[src/rtl/restoring_divider_16.sv]
// restoring_divider_16
// Multi-cycle radix-2 restoring divider with per-operand signed/unsigned
// selection. One quotient bit is resolved per ITER cycle. Results follow
// truncating division: the remainder carries the sign of the dividend.
// Divide-by-zero keeps the normal latency and returns all-ones / dividend.
module restoring_divider_16 #(
  parameter int WIDTH = 16
) (
  input  logic             clk,
  input  logic             rst_n,
  input  logic             start,
  input  logic [WIDTH-1:0] dividend,
  input  logic [WIDTH-1:0] divisor,
  input  logic [1:0]       sign_mode,
  output logic [WIDTH-1:0] quotient,
  output logic [WIDTH-1:0] remainder,
  output logic             done,
  output logic             busy,
  output logic             div_by_zero
);

  typedef enum logic [1:0] {
    IDLE = 2'd0,
    LOAD = 2'd1,
    ITER = 2'd2,
    FIX  = 2'd3
  } state_t;

  localparam logic [4:0]       LAST_ITER = 5'(WIDTH - 1);
  localparam logic [WIDTH-1:0] ONE       = WIDTH'(1);

  // Two's-complement negate when neg is set, otherwise pass through.
  // Negating the most negative value wraps to itself, which is exactly the
  // truncated result wanted for the 0x8000 / -1 overflow case.
  function automatic logic [WIDTH-1:0] f_cond_negate(
    input logic [WIDTH-1:0] v,
    input logic             neg
  );
    f_cond_negate = neg ? (~v + ONE) : v;
  endfunction

  state_t             r_state;
  logic [WIDTH-1:0]   r_dividend;
  logic [WIDTH-1:0]   r_divisor;
  logic [1:0]         r_mode;
  logic [WIDTH-1:0]   r_mag_b;
  logic [WIDTH-1:0]   r_qshift;   // |a| shifts out of the top, quotient bits shift in
  logic [WIDTH-1:0]   r_prem;     // partial remainder (always < |b|)
  logic               r_neg_q;
  logic               r_neg_r;
  logic               r_zero;
  logic [4:0]         r_cnt;
  logic [WIDTH-1:0]   r_quotient;
  logic [WIDTH-1:0]   r_remainder;
  logic               r_done;
  logic               r_dbz;

  logic               w_sa;
  logic               w_sb;
  logic [WIDTH:0]     w_shift;
  logic [WIDTH:0]     w_trial;
  logic               w_take;

  // Effective sign bits of the captured operands under the captured mode.
  always_comb begin
    w_sa = r_mode[1] & r_dividend[WIDTH-1];
    w_sb = r_mode[0] & r_divisor[WIDTH-1];
  end

  // One restoring step: shift next dividend bit into the WIDTH+1-bit partial
  // remainder and trial-subtract |b|; a clear MSB means the subtraction fits.
  always_comb begin
    w_shift = {r_prem, r_qshift[WIDTH-1]};
    w_trial = w_shift - {1'b0, r_mag_b};
    w_take  = ~w_trial[WIDTH];
  end

  // Control FSM with datapath registers and registered result outputs.
  always_ff @(posedge clk or negedge rst_n) begin
    if (!rst_n) begin
      r_state     <= IDLE;
      r_dividend  <= '0;
      r_divisor   <= '0;
      r_mode      <= '0;
      r_mag_b     <= '0;
      r_qshift    <= '0;
      r_prem      <= '0;
      r_neg_q     <= 1'b0;
      r_neg_r     <= 1'b0;
      r_zero      <= 1'b0;
      r_cnt       <= '0;
      r_quotient  <= '0;
      r_remainder <= '0;
      r_done      <= 1'b0;
      r_dbz       <= 1'b0;
    end else begin
      r_done <= 1'b0;
      r_dbz  <= 1'b0;
      unique case (r_state)
        IDLE: begin
          if (start) begin
            r_dividend <= dividend;
            r_divisor  <= divisor;
            r_mode     <= sign_mode;
            r_state    <= LOAD;
          end
        end
        LOAD: begin
          r_qshift <= f_cond_negate(r_dividend, w_sa);
          r_mag_b  <= f_cond_negate(r_divisor, w_sb);
          r_prem   <= '0;
          r_neg_q  <= w_sa ^ w_sb;
          r_neg_r  <= w_sa;
          r_zero   <= (r_divisor == '0);
          r_cnt    <= '0;
          r_state  <= ITER;
        end
        ITER: begin
          if (w_take) begin
            r_prem <= w_trial[WIDTH-1:0];
          end else begin
            r_prem <= w_shift[WIDTH-1:0];
          end
          r_qshift <= {r_qshift[WIDTH-2:0], w_take};
          r_cnt    <= r_cnt + 5'd1;
          if (r_cnt == LAST_ITER) begin
            r_state <= FIX;
          end
        end
        FIX: begin
          if (r_zero) begin
            r_quotient  <= '1;
            r_remainder <= r_dividend;
            r_dbz       <= 1'b1;
          end else begin
            r_quotient  <= f_cond_negate(r_qshift, r_neg_q);
            r_remainder <= f_cond_negate(r_prem, r_neg_r);
          end
          r_done  <= 1'b1;
          r_state <= IDLE;
        end
        default: r_state <= IDLE;
      endcase
    end
  end

  assign quotient    = r_quotient;
  assign remainder   = r_remainder;
  assign done        = r_done;
  assign div_by_zero = r_dbz;
  assign busy        = (r_state != IDLE);

endmodule

[config.mk]
export PLATFORM = sky130hd
export DESIGN_NAME = restoring_divider_16
export DESIGN_NICKNAME = d
export VERILOG_FILES = /design/src/rtl/restoring_divider_16.sv
export SDC_FILE = /design/constraint.sdc
export NUM_CORES = 1
export LEC_CHECK = 0
export CAP_MARGIN = 10
export CORE_MARGIN = 2
export CORE_UTILIZATION = 25
export CTS_BUF_LIST = sky130_fd_sc_hd__clkbuf_8
export DETAILED_ROUTE_END_ITERATION = 6
export PLACE_DENSITY = 0.41
export SLEW_MARGIN = 15
export SYNTH_ARGS = -nofsm -noshare
export SYNTH_HDL_FRONTEND = slang
export SYNTH_SLANG_ARGS = --single-unit
[constraint.sdc]
create_clock -name clk -period 5.1 [get_ports clk]
set_input_delay 1.02 -clock clk [delete_from_list [all_inputs] [get_ports clk]]
set_output_delay 1.02 -clock clk [all_outputs]
set_load 0.02 [all_outputs]
* After elaboration in Yosys (flattened, before gate mapping) *
Cells that the tools add are included.

cells by class
  bitwise gates (word level) = 8
  multiplexer cells = 16
  reduce and logical (&&, ||, !) cells = 6
  $add $sub $neg = 6
  equal/unequal tests = 6

operators with widths
  cell                                                                   number
  16-bit 2-to-1 mux                                                      7
  16-bit by 1-bit adder with 16-bit output, second input constant        4
  16-bit inverter                                                        4
  16-bit one-hot mux with 2 select lines                                 2
  17-bit by 16-bit subtractor with 17-bit output                         1
  16-bit zero test                                                       1
  5-bit one-hot mux with 2 select lines                                  1
  2-bit one-hot mux with 4 select lines                                  1
  5-bit by 1-bit adder with 5-bit output, second input constant          1
  5-bit by 4-bit equality test with 1-bit output, second input constant  1
  2-bit equality test, second input constant                             2
  2-bit 2-to-1 mux                                                       2
  2-bit != test, second input constant                                   2
  2-bit AND reduction                                                    2
  2-bit nonzero test                                                     2
  1-bit 2-to-1 mux                                                       3
  1-bit bitwise AND                                                      2
  2-bit by 1-bit equality test with 1-bit output, second input constant  1
  2-bit zero test                                                        1
  1-bit inverter                                                         1
  1-bit XOR                                                              1

word-level totals
  input bits = 37
  flip-flop bits (word level) = 126
  word-level logic and storage cells = 57
  output and inout port bits = 35

* Depth between registers and ports, before layout *
Gate-level depths: netlist of the first run.

  depth in word-level cells = 4
  mapped depth = 11
  gate-level depth less buffers = 10

* Worst setup path after synthesis of the first run *
OpenSTA, ideal clock, no wires.

  path kind = reg2reg
  from = register r_qshift[15]
  to = register r_prem[11]
  slack = 2647 ps
  cell stages (with the launch flop) = 12
  setup time = 126 ps
  data required time = 4974 ps
  clock period less this slack = 2453 ps
  arrival time = 2327 ps
  cell sequence = dfrtp_1 inv_1 ha_1 fa_1 nand2b_1 a21oi_2 o211ai_1 o21ai_2 xor2_2 buf_6 nor3b_1 a221o_1

between the ends
  longest elaborated chain between the ends = 3

ends and longest elaborated chain
  element                                         RTL line  RTL
  from (decl)                                     47        logic [WIDTH-1:0] r_qshift;
  from (signal assigned)                          109       r_qshift <= f_cond_negate(r_dividend, w_sa);
  from (signal assigned)                          124       r_qshift <= {r_qshift[WIDTH-2:0], w_take};
  17-bit by 16-bit subtractor with 17-bit output  74        w_trial = w_shift - {1'b0, r_mag_b};
  16-bit 2-to-1 mux                               119       if (w_take) begin
  16-bit one-hot mux with 2 select lines          99        unique case (r_state)
  to (signal assigned)                            120       r_prem <= w_trial[WIDTH-1:0];
  to (signal assigned)                            122       r_prem <= w_shift[WIDTH-1:0];
  to (decl)                                       48        logic [WIDTH-1:0] r_prem;

No other way between the ends.
A chain may end at the register's enable or synchronous reset.

* Worst setup path after layout of the first run *
Same ends and word-level chain as after synthesis.

==> results of run 1 <==
-- worst min-delay path by stage --
stage                                 to  slack [ns]  cells after the start
6_report        remainder[7]$_DFFE_PN0P_        0.51                      1
3_3_place_gp   remainder[11]$_DFFE_PN0P_        0.49                      1
3_5_place_dp    remainder[7]$_DFFE_PN0P_        0.50                      1
4_1_cts         remainder[7]$_DFFE_PN0P_        0.52                      1
5_1_grt               r_zero$_DFFE_PN0N_        0.54                      1
2_1_floorplan       r_cnt[0]$_DFFE_PN0P_        0.48                      1
-- layout make-up --
cell class | instances | share of cell area [%]
inverters | 39 | 1.65
well taps | 384 | 5.42
multi-input cells | 552 | 43.9
clock buffers | 17 | 2.64
flip-flops and latches | 126 | 35.6
clock inverters | 15 | 2.10
repair buffers | 79 | 8.71
-- through the flow --
step / setup WS [ns] / power, mW / instances
6_report: 1.93 / 5.56 / 1212
3_5_place_dp: 1.89 / 4.66 / 1180
2_1_floorplan: 2.65 / 3.76 / 751
4_1_cts: 1.88 / 5.64 / 1212
5_1_grt: 1.69 / 6.06 / 1212
3_3_place_gp: 1.99 / 4.67 / 1180
-- metal layers --
| layer | track usage (%) | part of all wire (%) | routed length (um) |
|---|---|---|---|
| met5 | 0 | 0 | 0 |
| met4 | 3.58 | 0.99 | 192 |
| met3 | 2.52 | 3.1 | 595 |
| met1 | 19.0 | 51 | 9830 |
| met2 | 20.4 | 45 | 8790 |
-- worst max-delay path, delay by kind of cell (launching register included) --
family                   cells  cell delay [ns]
AO/OA/AOI/OAI                4             0.83
adder cells (fa/ha/maj)      2             0.61
XOR/XNOR                     1             0.51
buffers and inverters        2             0.43
flip-flops                   1             0.40
AND/OR/NAND/NOR              2             0.28
-- cell families (layout without fill, tap and decap cells) --
logic type	after synthesis	in the layout	synth area share (%)
and+or+nand+nor	201	201	12.9
AOI/OAI and AO/OA	174	174	14.8
DFF	126	126	43.0
muxes	82	82	12.3
buffers and inverters	73	150	3.93
xor gates and xnor gates	67	67	8.11
adders and majority gates	28	28	4.88
-- flip-flops by register name, summed over array words and instances (netlist names) --
signal / flops
r_prem: 16
r_cnt: 5
r_zero: 1
done: 1
r_qshift: 16
r_divisor: 16
div_by_zero: 1
r_neg_q: 1
r_mag_b: 16
remainder: 16
r_mode: 2
r_state: 2
quotient: 16
r_neg_r: 1
r_dividend: 16
-- layout by cell type (no fill, tap or decap), types with 6 or more instances in the layout --
cell type,instances
nand3_1,11
inv_1,38
clkdlybuf4s50_1,70
nor2_1,69
clkbuf_8,17
nor2b_1,6
xor2_1,30
xnor2_1,36
buf_4,8
mux2_2,64
mux2i_1,18
o21ai_1,13
o41ai_1,6
o31ai_1,10
nand2b_1,11
nand2_1,66
o2bb2ai_1,9
nand4_1,6
o21ai_0,45
a21oi_1,55
nor3_1,7
dfrtp_1,126
ha_1,26
and2_1,8
-- report_power, final --
part	switching [mW]	internal [mW]	total [mW]
Clock	0.459	0.491	0.950
Sequential	0.493	1.42	1.91
Combinational	1.47	1.23	2.70
Total	2.42	3.14	5.56
==> results.md, run 1 <==
- Status: completed
- Clock transition at the registers of the reported paths: 0.08 ns
- Arrival @ worst endpoint: 3.50 ns
- Clk sinks: 126
- Syn_nets: 816
- Vias in the first global route: 5,657
- Routed WL: 19,400 um
- Count of flip-flops with a built-in enable after synthesis: 0
- F_max: 316 MHz
- # diodes: 0
- R2R setup slack: 1.93 ns
- Final Setup Violations: 0
- CP required: 5.43 ns
- Leakage power: 3.68 nW
- Root Buffer: clkbuf_8
- Count leader, synth: dfrtp_1
- Top cells by area, synth: dfrtp_1 (43%), mux2_2 (9.8%), ha_1 (4.6%)
- Worst setup path category: reg -> reg
- Via count: 5,575
- Hold Buf Count CTS: 0
- Post-CTS setup buffer count: 0
- DR pass1 iterations: 5
- Port bufs: 71
- Most used DFF post-synth: dfrtp_1
- HP Start: remainder[7]$_DFFE_PN0P_
- Commonest cells post-synth: dfrtp_1 (126), nor2_1 (69), nand2_1 (66)
- Max Cap Viol: 0
- Dpl cell area: 0.00844 mm^2
- First-pass GRT wire length: 31,900 um
- Die height: 175 um
- Multi-input logic area: 0.00389 mm^2
- Average size of a mapped cell: 9.76 um^2
- Core area: 0.0288 mm^2
- GRT Util Overall: 13.3%
- VDD IR max: 0.237 mV
- CP max FO: 12
- Layout cells sized above 1: 13.9%
- CTS Buffer Depth: 2
- Synth-to-Final Area Change: 20.9%
- Wire per inst: 16.0 um
- Ys async rst share: 100%
- Slew HR: 39.6%
- CP peak stage delay: 0.51 ns
- Critical Path Start Type: register
- Synth cell types: 61
- Register area share after synthesis: 43.0%
- Largest net degree at the start of global routing: 92
- Setup_tns: 0 ns
- GP Congestion: 0.756
- Drt drc: 0
- Iteration-0 DRC count of the detailed router: 297
- Antenna-violating nets left: 0
- Row count: 62
- Synth warn: 0
- Final nets: 880
- CP Cell Sequence: inv_1 -> ha_1 -> fa_1 -> nand2b_1 -> a21oi_2 -> o211ai_1 -> o21ai_2 -> xor2_2 -> buf_4 -> nor3b_1 -> a221o_1
- RSZ-0062 raised after global routing: false
- Clk_lat worst skew: 0.45 ns
- H-tree depth: 4
- Worst Hold Class: reg -> reg
- Post-CTS Resized: 0
- CTS buffer count: 17
- R2r worst-path depth: 11
- Worst r2r dst: r_prem[11]$_DFFE_PN0P_
- Grt ovf: 0
- Final Hold Fails: 0
- Setup crit end kind: register
- Register Area: 0.00315 mm^2
- Vias per cell: 4.60
- I/O pin count: 72
- Cell Area, Synth: 0.00733 mm^2
- Reg2reg start: r_qshift[15]$_DFFE_PN0P_
- Die X: 175 um
- Yosys reg bits: 126
- Power Dens Cells: 628 mW/mm^2
- Fin. max-slew vios: 0
- Fin area: 0.00886 mm^2
- Crit-path slowest cell: xor2_2
- Worst slew pin tran: 0.907 ns
- Full die area: 0.0307 mm^2
- Synth area leader: dfrtp_1
- Setup Skew: 0.0161 ns
- Top-area cell type share of the netlist area: 43.0%
- Post-layout util: 30.8%
- Starting Density: 25.5%
- Antenna violations before repair: 0
- CTS tree: done
- Fillers: 3,039
- Fraction of the cycle the final worst path needs: 62.1%
- DP HPWL: 13,800 um
- Gate Count Post-Synth: 751
- Minimum hold slack: 0.512 ns
- Crit path time final: 3.17 ns
- Critical Path End: r_prem[11]$_DFFE_PN0P_
- Critical path origin: r_qshift[15]$_DFFE_PN0P_
(Power assumes the default switching activity.)
==> run 2, diff against run 1 <==
--- a/config.mk
+++ b/config.mk
@@ -10,7 +10,7 @@
 export CORE_UTILIZATION = 25
 export CTS_BUF_LIST = sky130_fd_sc_hd__clkbuf_8
 export DETAILED_ROUTE_END_ITERATION = 6
-export PLACE_DENSITY = 0.41
+export PLACE_DENSITY = 0.43
 export SLEW_MARGIN = 15
 export SYNTH_ARGS = -nofsm -noshare
 export SYNTH_HDL_FRONTEND = slang
==> constraint.sdc (replaced) <==
create_clock -name clk -period 2.87 [get_ports clk]
set_input_delay 0.574 -clock clk [delete_from_list [all_inputs] [get_ports clk]]
set_output_delay 0.574 -clock clk [all_outputs]
set_load 0.02 [all_outputs]
==> results.md, run 2 (synthesis results as in run 1) <==
- Register Area: 0.00315 mm^2
- Fillers: 3,030
- Worst setup path category: reg -> reg
- Wire per inst: 16.0 um
- Antenna-violating nets left: 0
- Setup Skew: 0.0212 ns
- Setup_tns: 0 ns
- I/O pin count: 72
- Leakage power: 3.76 nW
- Most common cell after layout, fill and taps aside: dfrtp_1
- Final nets: 896
- Worst slew pin tran: 0.940 ns
- Drt drc: 0
- Hold Buf Count CTS: 0
- Die X: 175 um
- Crit path time final: 2.67 ns
- CP max FO: 9
- R2R setup slack: 0.20 ns
- Setup crit end kind: register
- Clk sinks: 126
- Routed WL: 19,700 um
- Power Dens Cells: 1100 mW/mm^2
- Placed cells: 1,196
- Fraction of the cycle the final worst path needs: 92.9%
- # diodes: 0
- Core area: 0.0288 mm^2
- Root Buffer: clkbuf_8
- Largest net degree at the start of global routing: 52
- CP required: 3.20 ns
- CTS Buffer Depth: 2
- VDD IR max: 0.368 mV
- Slew HR: 37.3%
- Crit-path slowest cell: dfrtp_1
- Synth-to-Final Area Change: 22.2%
- Clock transition at the registers of the reported paths: 0.08 ns
- Final Setup Violations: 0
- GRT Util Overall: 13.3%
- DR pass1 iterations: 4
- CP Cell Sequence: inv_1 -> ha_1 -> fa_1 -> nand2b_1 -> a21oi_2 -> o211ai_1 -> o21ai_2 -> xor2_2 -> buf_4 -> nor3b_1 -> a221o_1
- Grt ovf: 0
- CTS tree: done
- Critical Path Start Type: register
- H-tree depth: 4
- Worst Hold Class: in -> async
- Antenna violations before repair: 0
- Vias in the first global route: 5,638
- First-pass GRT wire length: 32,300 um
- Clk_lat worst skew: 0.46 ns
- DP HPWL: 14,300 um
- Non-Filler Instances: 1,228
- Starting Density: 25.5%
- Reg2reg start: r_qshift[15]$_DFFE_PN0P_
- Multi-input logic area: 0.00389 mm^2
- R2r worst-path depth: 11
- Row count: 62
- Full die area: 0.0307 mm^2
- Iteration-0 DRC count of the detailed router: 302
- F_max: 375 MHz
- Port bufs: 71
- Worst r2r dst: r_prem[11]$_DFFE_PN0P_
- Fin area: 0.00895 mm^2
- Dpl cell area: 0.00857 mm^2
- Vias per cell: 4.56
- Via count: 5,604
- CP peak stage delay: 0.39 ns
- GP Congestion: 0.793
- RSZ-0062 raised after global routing: false
- Arrival @ worst endpoint: 3.00 ns
- Max Cap Viol: 0
- Commonest non-fill, non-tap cells in the layout: dfrtp_1 (126), clkdlybuf4s50_1 (70), nor2_1 (69)
- Status: completed
- Die height: 175 um
- Final Hold Fails: 0
- Layout cells sized above 1: 15.4%
- Fin. max-slew vios: 0
- CTS buffer count: 17
==> run 2: cell type report <==
type / instances / area share, %
inverters: 39 / 1.64
clock buffers: 17 / 2.61
flip-flops and latches: 126 / 35.2
clock inverters: 15 / 1.58
multi-input cells: 552 / 43.4
repair buffers: 95 / 10.1
well taps: 384 / 5.37
==> run 2: how the worst max path moves through the flow <==
stage                                   startpoint                      to  slack, ns
after floorplan           r_qshift[15]$_DFFE_PN0P_  r_prem[11]$_DFFE_PN0P_       0.42
after global placement    r_qshift[15]$_DFFE_PN0P_   r_prem[2]$_DFFE_PN0P_       0.21
after detailed placement  r_qshift[15]$_DFFE_PN0P_   r_prem[2]$_DFFE_PN0P_       0.18
after CTS                 r_qshift[15]$_DFFE_PN0P_   r_prem[6]$_DFFE_PN0P_       0.16
after global routing      r_qshift[15]$_DFFE_PN0P_   r_prem[6]$_DFFE_PN0P_       0.01
final                     r_qshift[15]$_DFFE_PN0P_  r_prem[11]$_DFFE_PN0P_       0.20
==> run 2: repair_timing <==
| item | CTS | global route |
|---|---|---|
| setup buffers | 0 | 0 |
| endpoints found under the setup margin | 0 | 3 |
| gates resized for setup | 0 | 1 |
==> run 2: per-layer routing <==
| metal | track usage [%] | vias to the layer above | wire length [um] |
|---|---|---|---|
| li1 | - | 2798 | - |
| met1 | 18.8 | 2715 | 9970 |
| met2 | 20.7 | 85 | 8840 |
| met3 | 3.20 | 6 | 750 |
| met4 | 2.78 | 0 | 121 |
| met5 | 0 | - | 0 |
==> run 2: power breakdown <==
part           leakage [nW]  internal (mW)  switching, mW
clock                 0.194          0.696          0.820
sequential             1.55           2.52          0.882
combinational          2.02           2.28           2.64
total                  3.76           5.50           4.34
==> run 2: worst max-delay path: cells and delay by family (launching register included) <==
kind                     cells  cell delay, ns
buffers and inverters        2            0.27
AND/OR/NAND/NOR              2            0.25
AO/OA/AOI/OAI                4            0.84
flip-flops                   1            0.39
XOR/XNOR                     1            0.18
adder cells (fa/ha/maj)      2            0.60
==> run 2: metrics by stage <==
stage / hold WS [ns] / total power [mW] / utilization [%] / setup WS, ns
3_5_place_dp: 0.494 / 8.39 / 29.8 / 0.177
3_3_place_gp: 0.493 / 8.39 / 29.8 / 0.214
5_1_grt: 0.0830 / 10.7 / 31.1 / 0.0120
6_report: 0.0762 / 9.84 / 31.1 / 0.203
2_1_floorplan: 0.278 / 6.68 / - / 0.417
4_1_cts: 0.0671 / 9.97 / 31.1 / 0.162
